File: src/rtl/tmr_count_enable.sv
// Timer count-enable generator: converts a prescaler tap or a synchronised TMCI pin edge
// into one-clk-wide count-enable pulses for two independent 8-bit counter channels.
module tmr_count_enable #(
  parameter int unsigned CLK_SELECT_BIT_WIDTH = 3,
  parameter int unsigned PRESCALE_WIDTH       = 13,
  parameter int unsigned SYNC_STAGES          = 2
) (
  input  logic                            clk,
  input  logic                            rst_n,
  input  logic                            TMCI0,
  input  logic                            TMCI1,
  input  logic [CLK_SELECT_BIT_WIDTH-1:0] clock_select_0,
  input  logic [CLK_SELECT_BIT_WIDTH-1:0] clock_select_1,
  input  logic [1:0]                      edge_select_0,
  input  logic [1:0]                      edge_select_1,
  output logic                            count_en_0,
  output logic                            count_en_1
);

  localparam int unsigned VCNT_W   = $clog2(SYNC_STAGES + 2);
  localparam int unsigned NUM_TAPS = 6;

  typedef enum logic [1:0] {
    EDGE_RISE = 2'b00,
    EDGE_FALL = 2'b01,
    EDGE_BOTH = 2'b10,
    EDGE_NONE = 2'b11
  } edge_mode_e;

  logic [PRESCALE_WIDTH-1:0] prescaler;
  logic [SYNC_STAGES-1:0]    sync_0;
  logic [SYNC_STAGES-1:0]    sync_1;
  logic                      hist_0;
  logic                      hist_1;
  logic [VCNT_W-1:0]         valid_cnt;
  logic                      sync_valid;

  logic [NUM_TAPS-1:0]       tap_hit_c;
  logic [1:0]                rise_c;
  logic [1:0]                fall_c;

  // Qualifying edge for one channel's edge mode.
  function automatic logic edge_hit(input edge_mode_e mode, input logic rise, input logic fall);
    logic hit;
    hit = 1'b0;
    case (mode)
      EDGE_RISE: hit = rise;
      EDGE_FALL: hit = fall;
      EDGE_BOTH: hit = rise | fall;
      default:   hit = 1'b0;
    endcase
    return hit;
  endfunction

  // Count-enable decision for one channel from its source select.
  function automatic logic source_hit(input logic [CLK_SELECT_BIT_WIDTH-1:0] sel,
                                      input edge_mode_e                      mode,
                                      input logic [NUM_TAPS-1:0]             taps,
                                      input logic [1:0]                      rise,
                                      input logic [1:0]                      fall);
    logic hit;
    hit = 1'b0;
    case (sel)
      CLK_SELECT_BIT_WIDTH'(0): hit = taps[0];
      CLK_SELECT_BIT_WIDTH'(1): hit = taps[1];
      CLK_SELECT_BIT_WIDTH'(2): hit = taps[2];
      CLK_SELECT_BIT_WIDTH'(3): hit = taps[3];
      CLK_SELECT_BIT_WIDTH'(4): hit = taps[4];
      CLK_SELECT_BIT_WIDTH'(5): hit = taps[5];
      CLK_SELECT_BIT_WIDTH'(6): hit = edge_hit(mode, rise[0], fall[0]);
      CLK_SELECT_BIT_WIDTH'(7): hit = edge_hit(mode, rise[1], fall[1]);
      default:                  hit = 1'b0;
    endcase
    return hit;
  endfunction

  // Tap hits: low log2(N) prescaler bits all ones.
  always_comb begin
    tap_hit_c    = '0;
    tap_hit_c[0] = prescaler[0];
    tap_hit_c[1] = &prescaler[2:0];
    tap_hit_c[2] = &prescaler[4:0];
    tap_hit_c[3] = &prescaler[5:0];
    tap_hit_c[4] = &prescaler[9:0];
    tap_hit_c[5] = &prescaler[12:0];
  end

  // Edges on the synchronised pins, held off until the chain holds real pin data.
  always_comb begin
    rise_c    = '0;
    fall_c    = '0;
    rise_c[0] = sync_valid &  sync_0[SYNC_STAGES-1] & ~hist_0;
    fall_c[0] = sync_valid & ~sync_0[SYNC_STAGES-1] &  hist_0;
    rise_c[1] = sync_valid &  sync_1[SYNC_STAGES-1] & ~hist_1;
    fall_c[1] = sync_valid & ~sync_1[SYNC_STAGES-1] &  hist_1;
  end

  always_ff @(posedge clk or negedge rst_n) begin
    if (!rst_n) begin
      prescaler <= '0;
      sync_0    <= '0;
      sync_1    <= '0;
      hist_0    <= 1'b0;
      hist_1    <= 1'b0;
      valid_cnt <= '0;
      sync_valid <= 1'b0;
    end else begin
      prescaler <= prescaler + PRESCALE_WIDTH'(1);
      sync_0    <= {sync_0[SYNC_STAGES-2:0], TMCI0};
      sync_1    <= {sync_1[SYNC_STAGES-2:0], TMCI1};
      hist_0    <= sync_0[SYNC_STAGES-1];
      hist_1    <= sync_1[SYNC_STAGES-1];
      if (!sync_valid) begin
        valid_cnt <= valid_cnt + VCNT_W'(1);
        if (valid_cnt == VCNT_W'(SYNC_STAGES)) begin
          sync_valid <= 1'b1;
        end
      end
    end
  end

  // Registered count-enable outputs; one clk after the source hit.
  always_ff @(posedge clk or negedge rst_n) begin
    if (!rst_n) begin
      count_en_0 <= 1'b0;
      count_en_1 <= 1'b0;
    end else begin
      count_en_0 <= source_hit(clock_select_0, edge_mode_e'(edge_select_0), tap_hit_c,
                               rise_c, fall_c);
      count_en_1 <= source_hit(clock_select_1, edge_mode_e'(edge_select_1), tap_hit_c,
                               rise_c, fall_c);
    end
  end

endmodule

File: config.mk
export PLATFORM = sky130hd
export DESIGN_NAME = tmr_count_enable
export DESIGN_NICKNAME = d
export VERILOG_FILES = /design/src/rtl/tmr_count_enable.sv
export SDC_FILE = /design/constraint.sdc
export NUM_CORES = 1
export LEC_CHECK = 0
export ABC_AREA = 1
export BUFFER_PORTS_ARGS = -buffer_cell sky130_fd_sc_hd__buf_2
export CORE_MARGIN = 2
export CORE_UTILIZATION = 30
export DETAILED_ROUTE_END_ITERATION = 12
export HOLD_SLACK_MARGIN = 0.12
export SLEW_MARGIN = 30
export SYNTH_ARGS = -nofsm -noshare
export SYNTH_HDL_FRONTEND = slang
export SYNTH_SLANG_ARGS = --single-unit
File: constraint.sdc
create_clock -name clk -period 3.9 [get_ports clk]
set_input_delay 0.585 -clock clk [delete_from_list [all_inputs] [get_ports clk]]
set_output_delay 0.585 -clock clk [all_outputs]
set_load 0.05 [all_outputs]
==> reports/summary.log, run 1 <==
[status] result of the run completed
[synth] area share of the largest cell type after synthesis 51.1%
[floorplanning] Die X-Extent 66.6 µm
[power] Final Power 0.000433 W
[floorplanning] starting utilization of the core area 31.6%
[timing] setup repair after global routing missed its margin false
[synth] most used standard cells in the synthesized netlist 43 x sky130_fd_sc_hd__nand2_1, 24 x sky130_fd_sc_hd__dfrtp_1, 14 x sky130_fd_sc_hd__inv_1, 14 x sky130_fd_sc_hd__nor2_1
[synth] Post-synth EDFFs 0
[synth] Area contributors post-synth sky130_fd_sc_hd__dfrtp_1 51%, sky130_fd_sc_hd__nand2_1 14%, sky130_fd_sc_hd__xor2_1 5.2%
[timing] transition time at the pin with the least slew margin 0.509 ns
[critical_path] setup slack of the most critical reg-to-reg path 2.43 ns
[timing] Fin. Hold Viols 0
[synth] cell count after synthesis 136
[global_routing] number of global-route vias before repair 780
[timing] final worst path period need 1.47 ns
[synth] net count of the mapped netlist 154
[critical_path] arrival time reported for the critical path endpoint 1.63 ns
[critical_path] end of the worst register-to-register path count_en_1
[synth] cell taking the most area after synthesis sky130_fd_sc_hd__dfrtp_1
[cts] clock tree from TritonCTS done
[power] switching power total 0.0000983 W
[floorplanning] area of the core 0.00372 mm²
[global_routing] global-route wire length before repair 3.32 mm
[synth] Synth async-reset ratio 100%
[synth] post-synth design cell area 0.00117 mm²
[cells_and_area] final core utilization 36.2%
[critical_path] critical path data required time 4.06 ns
[worst_hold_path] class of the worst hold path input pin to asynchronous set/reset pin
[power] Power Dens Cells 321 mW/mm²
[cells_and_area] combined area of the multi-input logic cells 513 µm²
[global_routing] pin count of the biggest net entering global routing 25
[cts] Clock transition at path regs 0.08 ns
[cts] buffer count from post-CTS setup fixing 0
[synth] flip-flop and latch count after synthesis 24
[cts] maximum level of the CTS H-tree 1
[cells_and_area] ratio of cells with drive above 1 in the final layout 16.3%
[power] Internal Power 0.000334 W
[cells_and_area] number of fill cells 389
[global_routing] number of antenna violations at the first check in global routing 0
[cells_and_area] Area Overhead vs Synth 14.6%
[timing] final count of negative-setup-slack endpoints 0
[power] power share of the combinational group 8.3%
[power] Pleak 0.700 nW
[route] final routed wirelength across all metal layers 1.88 mm
[timing] post-route fraction of the period consumed by the critical path 37.8%
[critical_path] startpoint of the lowest-slack register-to-register path prescaler[0]
[critical_path] startpoint type of the worst setup path flop
[critical_path] crit path kind flop to flop
[timing] Max Slew Vio Count 0
[power] Switching Share 22.7%
[cells_and_area] Final Net Count 173
[route] vias post-DR 853
[route] routed wirelength normalized by instance count 9.37 µm
[floorplanning] row count 22
[global_routing] aggregate global-route resource usage 9.89%
[route] first-pass iteration count of the detailed router 4
[cells_and_area] register area 601 µm²
[synth] leading cell type by number of instances after synthesis sky130_fd_sc_hd__nand2_1
[timing] worst path setup slack after routing 2.43 ns
[placement] count of port buffers added during placement 15
[critical_path] worst-path maximum fanout 3
[power] sequential group share of total power 59.0%
[synth] predominant post-synthesis flop cell sky130_fd_sc_hd__dfrtp_1
[run] # Max-Cap Violations 0
[route] DR vias/cell 4.24
[critical_path] Worst Setup End Kind flop
[cts] CTS Buf Count 3
[cts] hold_buf cts 0
[synth] portion of the post-synthesis area used by sequential elements 51.1%
[cts] clock sinks 24
[timing] final total negative setup slack 0 ns
[power] worst voltage drop across the vdd grid 0.000103 V
[cells_and_area] antenna cells 0
[power] proportion of power drawn by the clock network 32.7%
[route] number of DRC markers after the initial detailed-route iteration 50
[placement] final weighted congestion in routability-driven placement 0.793
[floorplanning] die footprint 0.00443 mm²
[cts] maximum number of buffers from clock root to sink 2
[floorplanning] y dimension of the die 66.6 µm
[synth] syn_area_per_cell 8.64 µm²
[placement] detailed placement HPWL 1.49 mm
[timing] worst-case clock skew 0.00275 ns
[floorplanning] count of boundary I/O pins 16
[timing] Highest Clock Rate 679 MHz
[cts] master cell of the clock root buffer sky130_fd_sc_hd__clkbuf_8
[synth] number of warnings issued by yosys 0
[synth] distinct cell type count of the synthesized netlist 18
[cts] source-to-sink clock delay at the later pin of the worst-skew pair 0.26 ns
[timing] Rel. slew slack 66.0%
[placement] worst slack at placement 2.44 ns
[global_routing] total gr overflow 0
[cts] post-cts resize count 0
[route] Remaining DRCs 0
[critical_path] depth of the most critical reg-to-reg path 10
[route] remaining antenna violation count 0
## power groups by stage
stage	Combinational (W)	Clock, W	Sequential (W)
6_report	0.0000358	0.000142	0.000255
3_5_place_dp	0.0000365	0	0.000260
5_1_grt	0.0000407	0.000157	0.000256
2_1_floorplan	0.0000133	0	0.000266
3_3_place_gp	0.0000365	0	0.000260
4_1_cts	0.0000366	0.000147	0.000255
## worst max-delay path by stage
stage / startpoint / end / slack [ns] / cells after the start
global placement: prescaler[0] / count_en_1 / 2.45 / 10
finish: prescaler[0] / count_en_1 / 2.43 / 10
global route: prescaler[0] / count_en_1 / 2.30 / 10
floorplan: prescaler[0] / count_en_1 / 2.50 / 10
detailed placement: prescaler[0] / count_en_1 / 2.44 / 10
CTS: prescaler[0] / count_en_1 / 2.42 / 10
## registers in the layout (all words and copies together), names as in the netlist
signal      flops
hist_1          1
hist_0          1
count_en_1      1
count_en_0      1
sync_1          2
prescaler      13
valid_cnt       2
sync_0          2
sync_valid      1
## critical path, cell delays in order (launching register included)
cell,delay [ns]
sky130_fd_sc_hd__dfrtp_1,0.38
sky130_fd_sc_hd__ha_1,0.22
sky130_fd_sc_hd__nand2_1,0.11
sky130_fd_sc_hd__nor2_4,0.05
sky130_fd_sc_hd__ha_1,0.18
sky130_fd_sc_hd__inv_1,0.05
sky130_fd_sc_hd__nor2_1,0.04
sky130_fd_sc_hd__nor2_1,0.09
sky130_fd_sc_hd__nand2_1,0.05
sky130_fd_sc_hd__a21oi_1,0.12
sky130_fd_sc_hd__nor2_1,0.06
## final cells by class
type | instances | area share [%]
sequential | 24 | 44.6
multi-input combinational | 96 | 38.1
timing repair buffer | 15 | 5.58
tap | 48 | 4.46
inverter | 15 | 4.18
clock buffer | 3 | 3.07
## kinds of logic (layout without fill, tap and decap cells)
kind of cell | Yosys count | count (layout) | synth area share [%]
flip-flops | 24 | 24 | 51.1
adder cells (fa/ha/maj) | 4 | 4 | 4.26
buffers and inverters | 16 | 33 | 5.22
AO/OA/AOI/OAI | 7 | 7 | 2.98
XOR/XNOR | 12 | 12 | 8.95
AND/OR/NAND/NOR | 73 | 73 | 27.5
## metrics by stage
step,instance area [µm²],hold WS (ns),std cells
detailed placement,1310,0.340,198
global placement,1310,0.342,198
finish,1350,0.282,201
CTS,1350,0.310,201
floorplan,1170,0.289,136
global route,1350,0.324,201
## routing by layer
metal	track usage [%]	share of wire, %
met5	0	0
met3	1.52	3.6
met4	6.12	2.9
met1	12.6	51
met2	15.6	42
## layout by cell type, fill, tap and decap left out
cell	Yosys	layout
sky130_fd_sc_hd__nand2_1	43	43
sky130_fd_sc_hd__dfrtp_1	24	24
sky130_fd_sc_hd__buf_2	1	15
sky130_fd_sc_hd__inv_1	14	14
sky130_fd_sc_hd__nor2_1	14	14
sky130_fd_sc_hd__nand3_1	7	7
sky130_fd_sc_hd__xor2_1	7	7
sky130_fd_sc_hd__a21oi_1	6	6
sky130_fd_sc_hd__xnor2_1	5	5
sky130_fd_sc_hd__ha_1	4	4
sky130_fd_sc_hd__nor2_4	3	3
sky130_fd_sc_hd__clkbuf_8	0	3
sky130_fd_sc_hd__nor3_1	2	2
sky130_fd_sc_hd__inv_2	1	1
sky130_fd_sc_hd__nand2_2	1	1
sky130_fd_sc_hd__nand2_4	1	1
sky130_fd_sc_hd__nand4_1	1	1
sky130_fd_sc_hd__or2_2	1	1
sky130_fd_sc_hd__o21ai_0	1	1
Power figures use the tool's default switching activity.
==> run 2, diff against run 1 <==
- clock period: 3.9 -> 1.25 ns (I/O delays scaled with it)
==> run 2 against run 1 <==
  * The flow now finishes with violations (setup timing)
  * Total power grew to 3.3 times the previous value
  * Non-clock buffer count grew 8
  * Combinational power grew to 3.4 times the previous value
  * Worst hold slack lost 0.13 ns
  * Cell count grew 4.5%
  * Critical endpoint unchanged
  * Largest power group unchanged
==> reports/summary.log, run 2 (synthesized netlist as in run 1, its figures left out) <==
[cells_and_area] register ranked first by flip-flop count prescaler
[route] first-pass iteration count of the detailed router 3
[critical_path] startpoint type of the worst setup path flop
[route] routed wirelength normalized by instance count 10.1 µm
[cells_and_area] ratio of cells with drive above 1 in the final layout 23.5%
[route] vias post-DR 891
[critical_path] critical path data required time 1.41 ns
[timing] post-route fraction of the period consumed by the critical path 108%
[cells_and_area] Final Net Count 181
[placement] detailed placement HPWL 1.62 mm
[cells_and_area] most used cells in the layout excluding fill and tap cells 41 x sky130_fd_sc_hd__nand2_1, 24 x sky130_fd_sc_hd__dfrtp_1, 15 x sky130_fd_sc_hd__buf_2
[critical_path] worst-path maximum fanout 3
[cts] maximum level of the CTS H-tree 1
[cells_and_area] commonest non-fill, non-tap cell in the layout sky130_fd_sc_hd__nand2_1
[cts] CTS Buf Count 3
[route] final routed wirelength across all metal layers 2.12 mm
[cts] maximum number of buffers from clock root to sink 2
[floorplanning] Die X-Extent 66.6 µm
[power] Pleak 0.780 nW
[timing] Highest Clock Rate 741 MHz
[power] worst voltage drop across the vdd grid 0.000678 V
[critical_path] crit path kind flop to flop
[status] failing checks setup timing
[cells_and_area] antenna cells 0
[route] wire length on met3 105 µm
[worst_hold_path] origin of the worst min-delay path clock_select_0[2]
[timing] final worst path period need 1.35 ns
[cells_and_area] register area 601 µm²
[global_routing] total gr overflow 0
[global_routing] number of antenna violations at the first check in global routing 0
[floorplanning] y dimension of the die 66.6 µm
[critical_path] Worst Setup End Kind flop
[run] # Max-Cap Violations 0
[timing] worst path setup slack after routing -0.0987 ns
[timing] Max Slew Vio Count 0
[timing] Fin. Hold Viols 0
[timing] transition time at the pin with the least slew margin 0.527 ns
[route] DR vias/cell 4.24
[cts] clock tree from TritonCTS done
[cts] clock sinks 24
[cts] source-to-sink clock delay at the later pin of the worst-skew pair 0.26 ns
[global_routing] aggregate global-route resource usage 10.5%
[timing] worst-case clock skew 0.00145 ns
[cells_and_area] number of fill cells 391
[status] result of the run finished, violations left
[power] Final Power 0.00144 W
[route] top routing layer in use met4
[global_routing] number of global-route vias before repair 884
[timing] setup repair after global routing missed its margin true
[route] number of DRC markers after the initial detailed-route iteration 28
[cells_and_area] number of flip-flops in the largest register 13
[worst_hold_path] class of the worst hold path input pin to flop
[cells_and_area] Area Overhead vs Synth 25.6%
[placement] final weighted congestion in routability-driven placement 0.760
[critical_path] startpoint of the most critical setup path prescaler[0]
[critical_path] startpoint of the lowest-slack register-to-register path prescaler[0]
[route] routed wl met2 979 µm
[floorplanning] area of the core 0.00372 mm²
[power] Power Dens Cells 974 mW/mm²
[timing] final count of negative-setup-slack endpoints 3
[route] metal1 wirelength 1.01 mm
[floorplanning] row count 22
[global_routing] global-route wire length before repair 3.58 mm
[route] Remaining DRCs 0
[timing] Rel. slew slack 64.9%
[cts] Clock transition at path regs 0.08 ns
[critical_path] arrival time reported for the critical path endpoint 1.51 ns
[floorplanning] starting utilization of the core area 31.6%
[placement] count of port buffers added during placement 15
[floorplanning] count of boundary I/O pins 16
[cts] master cell of the clock root buffer sky130_fd_sc_hd__clkbuf_8
[cells_and_area] combined area of the multi-input logic cells 553 µm²
[global_routing] pin count of the biggest net entering global routing 25
[route] remaining antenna violation count 0
[placement] worst slack at placement -0.112 ns
[floorplanning] die footprint 0.00443 mm²
==> run 2: worst paths after layout <==
check / to / cells after the start / slack [ns]
min reg2reg: sync_0[1] / 0 / 0.35
max reg2reg: count_en_1 / 10 / -0.1
min: count_en_0 / 3 / 0.15
min in group asynchronous: sync_1[0] / 2 / 0.43
max in group asynchronous: prescaler[9] / 2 / 0.47
max: count_en_1 / 10 / -0.1
==> run 2: critical path, cell delays in order, from the launching register on <==
cell and delay [ns]:
sky130_fd_sc_hd__dfrtp_1 0.41, sky130_fd_sc_hd__ha_4 0.19, sky130_fd_sc_hd__nand2_4 0.06, sky130_fd_sc_hd__nor2_4 0.04
sky130_fd_sc_hd__ha_2 0.16, sky130_fd_sc_hd__inv_1 0.05, sky130_fd_sc_hd__nor2_1 0.04, sky130_fd_sc_hd__nor2_1 0.08
sky130_fd_sc_hd__nand2_1 0.05, sky130_fd_sc_hd__a21oi_1 0.11, sky130_fd_sc_hd__nor2_1 0.05
==> run 2: repair_timing <==
action | in CTS | in global routing
buffers inserted | 0 | 2
hold endpoints to repair | 26 | 0
hold buffers | 3 | 0
setup endpoints to repair | 4 | 6
pin swaps | 3 | 2
gates resized for setup | 3 | 6
==> run 2: layer usage <==
layer / GRT usage (%) / vias up
met5: 0 / -
met4: 1.53 / 0
met3: 3.38 / 4
met2: 17.9 / 13
met1: 13.2 / 405
li1: - / 469
==> run 2: final cells by class <==
class,instances,area share (%)
Tap cell,48,4.07
Timing Repair Buffer,23,10.2
Sequential cell,24,40.7
Multi-Input combinational cell,96,37.5
Inverter,15,3.82
Clock buffer,4,3.73
==> run 2: report_power, final <==
group | leakage, nW | switching, W | internal, W
Sequential | 0.289 | 0.00000610 | 0.000790
Combinational | 0.462 | 0.0000773 | 0.0000444
Clock | 0.0288 | 0.000239 | 0.000281
==> run 2: through the flow <==
step                      std cells  setup TNS, ns  cell area (µm²)  utilization (%)  hold WS (ns)
after floorplan                 136        -0.0582             1180                -        -0.108
after global placement          202         -0.117             1340             36.1         0.197
after detailed placement        202         -0.178             1340             36.1         0.204
after CTS                       209         -0.188             1440             38.8         0.151
after global routing            210         -0.543             1480             39.7         0.184
final                           210         -0.247             1480             39.7         0.153
